### config.mk
export PLATFORM = sky130hd
export DESIGN_NAME = mbs_fsk_rx
export DESIGN_NICKNAME = d
export VERILOG_FILES = /design/src/rtl/mbs_fsk_rx.sv
export SDC_FILE = /design/constraint.sdc
export NUM_CORES = 1
export LEC_CHECK = 0
export BUFFER_PORTS_ARGS = -buffer_cell sky130_fd_sc_hd__buf_2
export CORE_MARGIN = 4
export CORE_UTILIZATION = 61
export DETAILED_ROUTE_END_ITERATION = 6
export GPL_ROUTABILITY_DRIVEN = 0
export PLACE_DENSITY = 0.8
export SYNTH_ARGS = -nofsm -noshare
export SYNTH_HDL_FRONTEND = slang
export SYNTH_SLANG_ARGS = --single-unit
### constraint.sdc
create_clock -name wb_clk_i -period 4.55 [get_ports wb_clk_i]
set_input_delay 0.6825 -clock wb_clk_i [delete_from_list [all_inputs] [get_ports wb_clk_i]]
set_output_delay 0.6825 -clock wb_clk_i [all_outputs]
set_load 0.005 [all_outputs]
### src/rtl/mbs_fsk_rx.sv
// Receive end of the mbsFSK link: classifies each symbol as mark or space by half-period length,
// then seeds a local x^5+x^3+1 LFSR and checks later bits against it, reporting lock and an error count.
module mbs_fsk_rx #(
   parameter int SYM_CYCLES = 128,
   parameter int THRESH     = 6,
   parameter int LOCK_RUN   = 5,
   parameter int LOSS_RUN   = 3
) (
   input  logic       wb_clk_i,
   input  logic       wb_rst_i,
   input  logic       en,
   input  logic       fsk_in,
   input  logic       err_clr,
   output logic       rx_bit,
   output logic       rx_valid,
   output logic       lock,
   output logic [4:0] lfsr_state,
   output logic [7:0] err_count
);
   localparam int SCW = $clog2(SYM_CYCLES);
   localparam logic [SCW-1:0] SYM_LAST = SCW'(SYM_CYCLES - 1);

   typedef enum logic [1:0] {IDLE, SEED, CHECK} state_t;

   state_t         r_state, w_state_nxt;
   logic [1:0]     r_sync;
   logic           r_prev, r_edge;
   logic [6:0]     r_hp;
   logic [7:0]     r_mark, r_space;
   logic [SCW-1:0] r_sym_cnt;
   logic [2:0]     r_seed_cnt, w_seed_cnt_nxt;
   logic [7:0]     r_match_run, w_match_run_nxt;
   logic [7:0]     r_miss_run, w_miss_run_nxt;
   logic [4:0]     r_lfsr, w_lfsr_nxt;
   logic           r_lock, w_lock_nxt;
   logic [7:0]     r_err, w_err_nxt;
   logic           r_rx_bit, r_rx_valid;

   logic           w_short, w_mark_inc, w_space_inc, w_decide, w_bit, w_pred;
   logic [7:0]     w_mark_sum, w_space_sum;

   // Vote sums include an edge landing in the decision cycle itself
   assign w_short     = r_hp < 7'(THRESH);
   assign w_mark_inc  = r_edge & w_short;
   assign w_space_inc = r_edge & ~w_short;
   assign w_mark_sum  = (r_mark == 8'hFF) ? r_mark : r_mark + {7'd0, w_mark_inc};
   assign w_space_sum = (r_space == 8'hFF) ? r_space : r_space + {7'd0, w_space_inc};
   assign w_decide    = en && (r_state != IDLE) && (r_sym_cnt == SYM_LAST);
   assign w_bit       = w_mark_sum > w_space_sum;
   assign w_pred      = r_lfsr[4] ^ r_lfsr[2];

   always_ff @(posedge wb_clk_i) begin
      if (wb_rst_i) begin
         r_sync     <= '0;
         r_prev     <= 1'b0;
         r_edge     <= 1'b0;
         r_hp       <= '0;
         r_mark     <= '0;
         r_space    <= '0;
         r_sym_cnt  <= '0;
         r_rx_bit   <= 1'b0;
         r_rx_valid <= 1'b0;
      end else begin
         r_sync <= {r_sync[0], fsk_in};
         r_prev <= r_sync[1];
         r_edge <= r_sync[1] ^ r_prev;
         if (!en) begin
            r_hp       <= '0;
            r_mark     <= '0;
            r_space    <= '0;
            r_sym_cnt  <= '0;
            r_rx_bit   <= 1'b0;
            r_rx_valid <= 1'b0;
         end else begin
            if (r_edge)
               r_hp <= '0;
            else if (r_hp != 7'h7F)
               r_hp <= r_hp + 7'd1;
            r_rx_valid <= w_decide;
            if (w_decide)
               r_rx_bit <= w_bit;
            if (r_state == IDLE) begin
               // The starting edge only aligns symbol timing; it casts no vote
               r_mark    <= '0;
               r_space   <= '0;
               r_sym_cnt <= '0;
            end else begin
               r_sym_cnt <= (r_sym_cnt == SYM_LAST) ? '0 : r_sym_cnt + 1'b1;
               r_mark    <= w_decide ? 8'd0 : w_mark_sum;
               r_space   <= w_decide ? 8'd0 : w_space_sum;
            end
         end
      end
   end

   always_ff @(posedge wb_clk_i) begin
      if (wb_rst_i) begin
         r_state     <= IDLE;
         r_seed_cnt  <= '0;
         r_match_run <= '0;
         r_miss_run  <= '0;
         r_lfsr      <= '0;
         r_lock      <= 1'b0;
         r_err       <= '0;
      end else begin
         r_state     <= w_state_nxt;
         r_seed_cnt  <= w_seed_cnt_nxt;
         r_match_run <= w_match_run_nxt;
         r_miss_run  <= w_miss_run_nxt;
         r_lfsr      <= w_lfsr_nxt;
         r_lock      <= w_lock_nxt;
         r_err       <= w_err_nxt;
      end
   end

   always_comb begin
      w_state_nxt     = r_state;
      w_seed_cnt_nxt  = r_seed_cnt;
      w_match_run_nxt = r_match_run;
      w_miss_run_nxt  = r_miss_run;
      w_lfsr_nxt      = r_lfsr;
      w_lock_nxt      = r_lock;
      w_err_nxt       = r_err;
      if (!en) begin
         w_state_nxt     = IDLE;
         w_seed_cnt_nxt  = '0;
         w_match_run_nxt = '0;
         w_miss_run_nxt  = '0;
         w_lfsr_nxt      = '0;
         w_lock_nxt      = 1'b0;
      end else begin
         case (r_state)
            IDLE: begin
               if (r_edge)
                  w_state_nxt = SEED;
            end
            SEED: begin
               if (w_decide) begin
                  w_lfsr_nxt = {r_lfsr[3:0], w_bit};
                  if (r_seed_cnt == 3'd4) begin
                     // An all-zero seed would lock up the LFSR, so gather a fresh one
                     w_seed_cnt_nxt = '0;
                     if (w_lfsr_nxt != 5'd0) begin
                        w_state_nxt     = CHECK;
                        w_match_run_nxt = '0;
                        w_miss_run_nxt  = '0;
                     end
                  end else begin
                     w_seed_cnt_nxt = r_seed_cnt + 3'd1;
                  end
               end
            end
            CHECK: begin
               if (w_decide) begin
                  // Free-run on the prediction so a bad symbol never corrupts the local state
                  w_lfsr_nxt = {r_lfsr[3:0], w_pred};
                  if (w_bit == w_pred) begin
                     w_miss_run_nxt = '0;
                     if (r_match_run != 8'hFF)
                        w_match_run_nxt = r_match_run + 8'd1;
                     if (w_match_run_nxt >= 8'(LOCK_RUN))
                        w_lock_nxt = 1'b1;
                  end else begin
                     w_match_run_nxt = '0;
                     if (r_miss_run != 8'hFF)
                        w_miss_run_nxt = r_miss_run + 8'd1;
                     if (r_lock && (r_err != 8'hFF))
                        w_err_nxt = r_err + 8'd1;
                     if (w_miss_run_nxt >= 8'(LOSS_RUN)) begin
                        w_lock_nxt     = 1'b0;
                        w_state_nxt    = SEED;
                        w_seed_cnt_nxt = '0;
                        w_miss_run_nxt = '0;
                     end
                  end
               end
            end
            default: w_state_nxt = IDLE;
         endcase
      end
      if (err_clr)
         w_err_nxt = '0;
   end

   assign rx_bit     = r_rx_bit;
   assign rx_valid   = r_rx_valid;
   assign lock       = r_lock;
   assign lfsr_state = r_lfsr;
   assign err_count  = r_err;
endmodule

# == After elaboration in Yosys (flattened, before gate mapping) ==
# Cells that the tools add are included.
# word_totals
reg_bits,71
input_bits,5
out_inout_bits,16
word_cells,115
# classes
addsub,8
n_lt_le_gt_ge,4
eq_ne,19
n_mux,42
bitwise_logic,7
n_reduce_logical,19
# ops
op,count
8-bit two-way mux,20
8-bit one-hot mux with 2 select lines,2
8-bit by 1-bit adder with 8-bit output (second input constant),3
8-bit != test (second input constant),3
8-bit by 1-bit adder with 8-bit output,2
8-bit equality test (second input constant),2
3-bit two-way mux,5
5-bit AND reduction,3
7-bit by 1-bit adder with 7-bit output (second input constant),2
2-bit two-way mux,7
2-bit != test (second input constant),7
5-bit two-way mux,2
5-bit one-hot mux with 2 select lines,1
8-bit by 2-bit >= comparator with 1-bit output (second input constant),1
8-bit by 3-bit >= comparator with 1-bit output (second input constant),1
8-bit > comparator,1
4-bit OR reduction,2
7-bit equality test (second input constant),1
7-bit by 3-bit less-than comparator with 1-bit output (second input constant),1
7-bit != test (second input constant),1
7-bit AND reduction,1
2-bit one-hot mux with 3 select lines,1
3-bit one-hot mux with 2 select lines,1
2-bit nonzero test,3
other kinds (17),26

# == Longest topological paths before layout ==
# Gate-level depths: netlist (run 1).
# logic_depth
word_depth,16
ltp_mapped,17
depth_no_buf,15

# == Worst setup path before layout (run 1) ==
# OpenSTA, ideal clock, no wires.
# synth_path
kind,flip-flop to flip-flop
start,register r_hp[4]
end,register r_miss_run[1]
setup_ps,70
t_arrival_ps,3253
required_time_ps,4480
setup_slack_ps,1226
path_stages_with_launch,17
path_buffers,1
period_less_slack_ps,3324
path_cell_list,dfxtp_1 nor2_1 a31oi_1 ha_1 ha_1 nand3_1 xnor2_1 nor2_1 ha_1 nand4_1 nor2_1 a211oi_1 nor3_1 or2_1 buf_6 or4_1 a21oi_1
# synth_between
elab_chain_len,10
word_cells_on_any_way,16
cone_classes,2 x add/sub; 2 x order compare; 2 x eq/ne; 5 x mux; 3 x bitwise; 2 x reduce/logical
# synth_rtl
item,line_no,rtl
from (decl),28,logic [6:0] r_hp;
from (signal assigned),78,r_hp <= r_hp + 7'd1;
7-bit by 3-bit less-than comparator with 1-bit output *,43,assign w_short = r_hp < 7'(THRESH);
1-bit inverter,45,assign w_space_inc = r_edge & ~w_short;
1-bit bitwise AND,45,
8-bit by 1-bit adder with 8-bit output,47,"assign w_space_sum = (r_space == 8'hFF) ? r_space : r_space + {7'd0, w_space_inc};"
8-bit two-way mux,47,
8-bit > comparator *,49,assign w_bit = w_mark_sum > w_space_sum;
1-bit equality test,157,if (w_bit == w_pred) begin
8-bit two-way mux,157,
8-bit two-way mux,154,if (w_decide) begin
8-bit one-hot mux with 2 select lines,132,case (r_state)
to (signal assigned),109,r_miss_run <= w_miss_run_nxt;
to (decl),33,"logic [7:0] r_miss_run, w_miss_run_nxt;"
# Every way passes the cells marked *; elsewhere a longest branch is shown, timed or not. The select of a mux whose other input is x is not followed.
# A chain may end at the register's enable or synchronous reset.

# == Worst setup path after layout (run 1) ==
# layout_path
start,register r_hp[2]
end,register r_miss_run[1]
# The elaborated chain is that of the path after synthesis.

==> run_results.csv, run 1 <==
group,metric,value,unit
run_status,status,"complete, no violations",
global_route,grt_max_degree,25,
timing,final-setup-viol-count,0,
timing,skew,0.0113,ns
floorplan,ios,21,
timing,setup_tns,0,ns
yosys,yosys.area.top_type_share,0.386,
power_and_ir_drop,pwr-share-comb,0.026,
routing,vias,3109,
final_layout,final_nets,493,
yosys,synth_compound_area_frac,0.139,
floorplan,fp.dieH,85.7,um
yosys,ys_top_cells_by_area,"dfxtp_1, ha_1, a21oi_1, nor2_1, nand3_1",
final_layout,seq_area,0.00142,sq mm
worst_setup_path,endpoint,"r_miss_run[1]$_SDFFE_PP0P_",
cts,cts_num_sinks,71,
power_and_ir_drop,power,1.14,mW
routing,drtIter0Drc,171,
power_and_ir_drop,intPower,886,uW
worst_setup_path,cp_max_fo,17,
yosys,yosys.cell_types.count,48,
cts,clk_transition_reported_paths,0.07,ns
timing,rsz0062_at_grt,"no",
timing,slew_viol_final,0,
worst_setup_path,ff2ff_setup_slack,0.62,ns
global_route,grt-ovfl-total,0,
timing,worstMarginPinSlew,0.988,ns
floorplan,std_cell_rows,28,
cts,cts_htree_levels,3,
worst_setup_path,crit_required,4.80,ns
worst_setup_path,r2r-end,"r_miss_run[1]$_SDFFE_PP0P_",
power_and_ir_drop,powerDensity,284,mW/mm^2
yosys,synth_top_family_by_area,"simple AND/OR/NAND/NOR gates",
final_layout,area_growth,9.29,%
placed_design,post_dp_cell_area,0.00383,sq mm
routing,routedWlPerCell,13.9,um
power_and_ir_drop,pwr-share-seq,0.549,
routing,dr.pass1.iters,4,
power_and_ir_drop,sw_frac_of_total,0.224,
floorplan,die_area,0.00734,sq mm
global_route,grt_first_pass_wirelength,13.1,mm
flow_run,maxCapViolCount,0,
cts,cts-buffers-inserted,9,
final_layout,drive_above_1_share,0.102,
power_and_ir_drop,clkPwrFrac,0.425,
final_layout,antenna_cells,0,
power_and_ir_drop,p_switching,255,uW
timing,hold_viol,0,
cts,cts_tree,"built",
global_route,grt_pass1_vias,2995,
routing,final_antenna_net_count,0,
yosys,synth-seq-cells,71,
final_layout,stdcell_area,0.00402,sq mm
min_path,hp-class,"register to register",
worst_setup_path,r2r_cells,15,
worst_setup_path,end_kind,"register",
yosys,synth_xor_area_frac,0.0619,
yosys,yosysTopAreaCell,"dfxtp_1",
cts,cts-root-buf,"clkbuf_8",
placed_design,place_hpwl,5.44,mm
yosys,yosys.area_share.simple,0.275,
yosys,ys_seq_area_frac,0.386,
yosys,avgSynthCellArea,8.28,sq um
final_layout,fillers,488,
timing,fmax,255,MHz
placed_design,portBuffers,20,
yosys,yosysWarnings,0,
floorplan,die_w,85.7,um
floorplan,core,0.00589,sq mm
cts,ctsHoldBuffers,0,
floorplan,start_util,0.625,
worst_setup_path,cp.arrival,4.18,ns
timing,min_period,3.93,ns
worst_setup_path,cp-start-kind,"register",
power_and_ir_drop,power_leakage,1.63,nW
cts,ctsResizeCount,0,
power_and_ir_drop,peakVddDrop,0.205,mV
yosys,syn-cell-area,0.00368,sq mm
worst_setup_path,critical_path_class,"register to register",
global_route,antenna_found_initial,0,
worst_setup_path,startpoint,"r_hp[2]$_SDFFE_PP0P_",
timing,post-route-period-util,0.863,
timing,relSlewSlack,0.341,
cts,insertion_delay,0.34,ns
worst_setup_path,reg2reg_from,"r_hp[2]$_SDFFE_PP0P_",
yosys,muxShareOfSynthArea,0.0221,
cts,post-cts-setup-buffer-count,0,
final_layout,multi_input_area,0.00213,sq mm
yosys,syn_inst,444,
cts,cts_buffer_depth,2,
global_route,grt_usage,0.221,
routing,post-route-drc-count,0,
routing,routed_wl,7.57,mm
yosys,synthAdderAreaFrac,0.0816,
yosys,synth.net_count,473,
routing,viasPerCell,5.72,
-- placed cells by master (no fill, tap or decap), types with 3 or more instances in the layout --
cell type / n
or3_1: 4
a211o_1: 4
nor2b_1: 9
clkinv_2: 3
a21oi_1: 40
or4_1: 3
o21ai_0: 19
nand3_1: 35
and3_1: 16
a31oi_1: 6
nor3_1: 11
inv_1: 17
xnor2_1: 15
buf_2: 20
mux2i_1: 7
a211oi_1: 7
ha_1: 24
nand4_1: 10
xor2_1: 11
o211ai_1: 4
dfxtp_1: 71
nor2_1: 47
and4_1: 3
nand2_1: 40
clkbuf_8: 9
-- power groups by stage --
| stage | combinational, mW | clock (mW) | sequential (mW) |
|---|---|---|---|
| after floorplan | 0.0215 | 0 | 0.640 |
| after global placement | 0.0285 | 0 | 0.640 |
| after detailed placement | 0.0294 | 0 | 0.640 |
| after CTS | 0.0295 | 0.493 | 0.626 |
| after global routing | 0.0330 | 0.520 | 0.626 |
| final | 0.0295 | 0.485 | 0.626 |
-- worst max-delay path, stage by stage, from the launching register on --
cell,delay [ns]
dfxtp_1,0.40
nand2_1,0.10
a31oi_1,0.18
ha_1,0.24
ha_1,0.23
nand3_1,0.10
xnor2_1,0.13
nor2_1,0.17
ha_1,0.27
nand4_1,0.16
nor2_1,0.10
a211oi_1,0.42
nor3_1,0.19
or2_1,0.44
or4_1,0.57
a21oi_1,0.14
-- worst min path at each step --
stage | cells past startpoint | start | to | slack [ns]
finish | 1 | r_sym_cnt[0]$_SDFF_PP0_ | r_sym_cnt[0]$_SDFF_PP0_ | 0.44
global route | 1 | r_sync[0]$_SDFF_PP0_ | r_sync[1]$_SDFF_PP0_ | 0.48
CTS | 1 | r_sync[0]$_SDFF_PP0_ | r_sync[1]$_SDFF_PP0_ | 0.45
detailed placement | 1 | r_sym_cnt[0]$_SDFF_PP0_ | r_sym_cnt[0]$_SDFF_PP0_ | 0.44
global placement | 1 | r_sync[0]$_SDFF_PP0_ | r_sync[1]$_SDFF_PP0_ | 0.42
floorplan | 1 | r_sync[0]$_SDFF_PP0_ | r_sync[1]$_SDFF_PP0_ | 0.41
-- cells by family (layout without fill, tap and decap cells) --
logic type | count (synthesis) | after routing
multiplexers | 8 | 8
flip-flops | 71 | 71
buffers and inverters | 31 | 56
XOR/XNOR | 26 | 26
AO/OA/AOI/OAI | 88 | 88
AND/OR/NAND/NOR | 196 | 196
adder cells (fa/ha/maj) | 24 | 24
-- synthesized netlist by cell type (all sizes together) --
master,count
mux2i,7
a21boi,1
ha,24
nor2b,9
clkbuf,12
inv,17
o211ai,4
nand3,36
a211o,4
nor4,2
o31ai,1
nand4,10
xor2,11
nor3,11
a21oi,41
and3,17
and4b,1
buf,1
a21o,1
xnor2,15
a211oi,7
and4,4
nor3b,2
or4,4
or3b,1
mux2,1
a2111oi,1
a31oi,6
nand3b,1
clkinv,1
or2,3
nor2,47
nand4b,1
o21ai,20
nand2b,3
dfxtp,71
nand2,40
or3,4
o2111ai,2
-- per-layer routing --
metal  up-vias  wire length (um)  GRT usage  share of wire
met2        40              3670      0.374           0.49
met3        12               203     0.0403          0.027
met1      1438              3560      0.278           0.47
met5         -                 0          0              0
li1       1619                 -          -              -
met4         0               135     0.0921          0.018
-- state kept, by name, summed over array words and instances, names as in the netlist --
register,count
r_mark,8
r_sym_cnt,7
r_state,2
lfsr_state,5
r_sync,2
lock,1
r_seed_cnt,3
rx_valid,1
r_hp,7
rx_bit,1
r_prev,1
r_miss_run,8
r_edge,1
err_count,8
r_space,8
r_match_run,8
-- area by class of cell --
| cell class | count | share of cell area |
|---|---|---|
| well taps | 75 | 0.0233 |
| multi-input cells | 342 | 0.531 |
| repair buffers | 22 | 0.0286 |
| inverters | 18 | 0.0168 |
| clock buffers | 10 | 0.0317 |
| flip-flops and latches | 71 | 0.354 |
| clock inverters | 6 | 0.0153 |
-- through the flow --
step | hold WS, ns | utilization | std cells | setup WS [ns]
3_5_place_dp | 0.438 | 0.651 | 528 | 0.662
4_1_cts | 0.450 | 0.683 | 544 | 0.632
3_3_place_gp | 0.420 | 0.651 | 528 | 0.824
5_1_grt | 0.479 | 0.683 | 544 | 0.218
2_1_floorplan | 0.414 | - | 444 | 1.23
6_report | 0.444 | 0.683 | 544 | 0.624
No activity file was read; power rests on OpenSTA's default activity.
==> run 2: changes to the inputs <==
--- a/config.mk
+++ b/config.mk
@@ -10,7 +10,7 @@
 export CORE_UTILIZATION = 61
 export DETAILED_ROUTE_END_ITERATION = 6
 export GPL_ROUTABILITY_DRIVEN = 0
-export PLACE_DENSITY = 0.8
+export PLACE_DENSITY = 0.76
 export SYNTH_ARGS = -nofsm -noshare
 export SYNTH_HDL_FRONTEND = slang
 export SYNTH_SLANG_ARGS = --single-unit
==> run 2 against run 1 <==
Against the previous run: clock-buffer cell count up 2; final area up 1.0%; die area unchanged; sequential share of layout area down 0.36 points; wire length down 2.2%.
==> run_results.csv, run 2 (same netlist as run 1, synthesis figures left out) <==
group,metric,value,unit
worst_setup_path,cp_slowest_cell,"or4_1",
final_layout,layout_commonest_cell,"dfxtp_1",
floorplan,die_area,0.00734,sq mm
worst_setup_path,critical_path_class,"register to register",
cts,cts_num_sinks,71,
timing,final-setup-viol-count,0,
power_and_ir_drop,power,1.23,mW
final_layout,antenna_cells,0,
min_path,worstHoldStart,"r_sync[0]$_SDFF_PP0_",
placed_design,dp_cells,528,
timing,slew_viol_final,0,
placed_design,portBuffers,20,
floorplan,ios,21,
timing,post-route-period-util,0.879,
final_layout,fin_cells,543,
final_layout,fin_util,0.690,
global_route,grt-ovfl-total,0,
routing,post-route-drc-count,0,
worst_setup_path,cp.arrival,4.28,ns
worst_setup_path,r2r_cells,15,
global_route,antenna_found_initial,0,
global_route,grt_usage,0.211,
worst_setup_path,end_kind,"register",
power_and_ir_drop,pwr-share-comb,0.024,
floorplan,start_util,0.625,
routing,dr.pass1.iters,5,
cts,cts-root-buf,"clkbuf_8",
worst_setup_path,r2r-end,"err_count[5]$_SDFFE_PP0P_",
timing,setup_tns,0,ns
cts,clk_transition_reported_paths,0.07,ns
cts,cts_htree_levels,3,
routing,viasPerCell,5.74,
routing,wl_met2,3.34,mm
min_path,hp-class,"register to register",
timing,worstMarginPinSlew,0.974,ns
cts,cts-buffers-inserted,9,
timing,min_period,4.00,ns
final_layout,final_cell_mix,"dfxtp_1, nor2_1, nand2_1, a21oi_1, nand3_1",
power_and_ir_drop,power_leakage,1.65,nW
placed_design,place_hpwl,5.26,mm
floorplan,std_cell_rows,28,
worst_setup_path,crit_required,4.83,ns
timing,setup_ws,0.551,ns
routing,routedWlPerCell,13.6,um
power_and_ir_drop,powerDensity,303,mW/mm^2
cts,cts_buffer_depth,2,
run_status,status,"complete, no violations",
routing,routed_wl,7.40,mm
worst_setup_path,reg2reg_from,"r_hp[6]$_SDFFE_PP0P_",
power_and_ir_drop,pwr-share-seq,0.509,
timing,rsz0062_at_grt,"no",
floorplan,die_w,85.7,um
worst_setup_path,cp-start-kind,"register",
power_and_ir_drop,sw_frac_of_total,0.200,
worst_setup_path,cp_max_fo,11,
floorplan,fp.dieH,85.7,um
final_layout,drive_above_1_share,0.103,
min_path,hold_end,"r_sync[1]$_SDFF_PP0_",
timing,fmax,250,MHz
routing,wl_met3,268,um
worst_setup_path,ff2ff_setup_slack,0.55,ns
flow_run,maxCapViolCount,0,
min_path,whs_path_depth,1,
routing,wl_met1,3.64,mm
cts,insertion_delay,0.34,ns
cts,cts_tree,"built",
worst_setup_path,slowest_delay,0.59,ns
routing,drtIter0Drc,228,
placed_design,dp_slack,0.621,ns
worst_setup_path,cp_common_cell,"nor2_1",
timing,skew,0.0111,ns
global_route,grt_first_pass_wirelength,12.8,mm
global_route,grt_pass1_vias,2895,
final_layout,area_growth,10.4,%
worst_setup_path,path_cells,"nor2_1 > nand3_1 > nor2_1 > ha_1 > nand2_1 > xor2_1 > nand2_1 > ha_1 > nand4_1 > nor2_1 > a211oi_1 > o21ai_1 > nand4_1 > or4_1 > a21oi_1",
cts,post-cts-setup-buffer-count,0,
final_layout,final_nets,493,
routing,final_antenna_net_count,0,
floorplan,core,0.00589,sq mm
power_and_ir_drop,p_switching,246,uW
routing,topRoutingLayerUsed,"met4",
power_and_ir_drop,clkPwrFrac,0.468,
timing,hold_viol,0,
power_and_ir_drop,intPower,984,uW
power_and_ir_drop,peakVddDrop,0.264,mV
cts,ctsResizeCount,0,
cts,ctsHoldBuffers,0,
timing,relSlewSlack,0.351,
routing,vias,3117,
global_route,grt_max_degree,25,
run 2: cell types whose count changed in the layout (fill, tap and decap cells not counted), sizes merged:
cell and change:
clkinvlp -1, clkinv -3, bufinv +1, clkbuf +2
run 2: how the worst max path moves through the flow:
stage | depth (start not counted) | endpoint | start
floorplan | 16 | r_miss_run[1]$_SDFFE_PP0P_ | r_hp[4]$_SDFFE_PP0P_
global placement | 15 | r_miss_run[1]$_SDFFE_PP0P_ | r_hp[2]$_SDFFE_PP0P_
detailed placement | 15 | err_count[5]$_SDFFE_PP0P_ | r_hp[6]$_SDFFE_PP0P_
CTS | 15 | err_count[5]$_SDFFE_PP0P_ | r_hp[6]$_SDFFE_PP0P_
global route | 15 | r_match_run[7]$_SDFFE_PP0P_ | r_hp[6]$_SDFFE_PP0P_
finish | 15 | err_count[5]$_SDFFE_PP0P_ | r_hp[6]$_SDFFE_PP0P_
run 2: worst max-delay path: cells and delay by family (launching register included):
family          cells  cell delay, ns
xor+xnor            1            0.24
compound gates      3            0.64
fa+ha+maj           2            0.61
simple gates        9            2.09
flops               1            0.36
run 2: metal layers:
metal / vias up / track usage
li1: 1620 / -
met1: 1425 / 0.281
met4: 0 / 0.0719
met5: - / 0
met3: 17 / 0.0500
met2: 55 / 0.338
run 2: power by group through the flow:
stage	Clock, mW	Combinational (mW)	Sequential, mW
4_1_cts	0.586	0.0292	0.626
6_report	0.575	0.0291	0.626
5_1_grt	0.620	0.0333	0.626
2_1_floorplan	0	0.0215	0.640
3_5_place_dp	0	0.0291	0.641
3_3_place_gp	0	0.0287	0.640
run 2: final cells by class:
class / count / area, sq um
clock inverters: 3 / 65.1
multi-input cells: 342 / 2130
fillers: 491 / 1820
flip-flops and latches: 71 / 1420
clock buffers: 12 / 165
repair buffers: 22 / 115
well taps: 75 / 93.8
inverters: 18 / 67.6
run 2: stage by stage:
step                      instance area [sq um]  hold slack [ns]
after detailed placement                   3830            0.424
after global routing                       4060            0.465
final                                      4060            0.437
after CTS                                  4060            0.441
after floorplan                            3680            0.414
after global placement                     3830            0.419
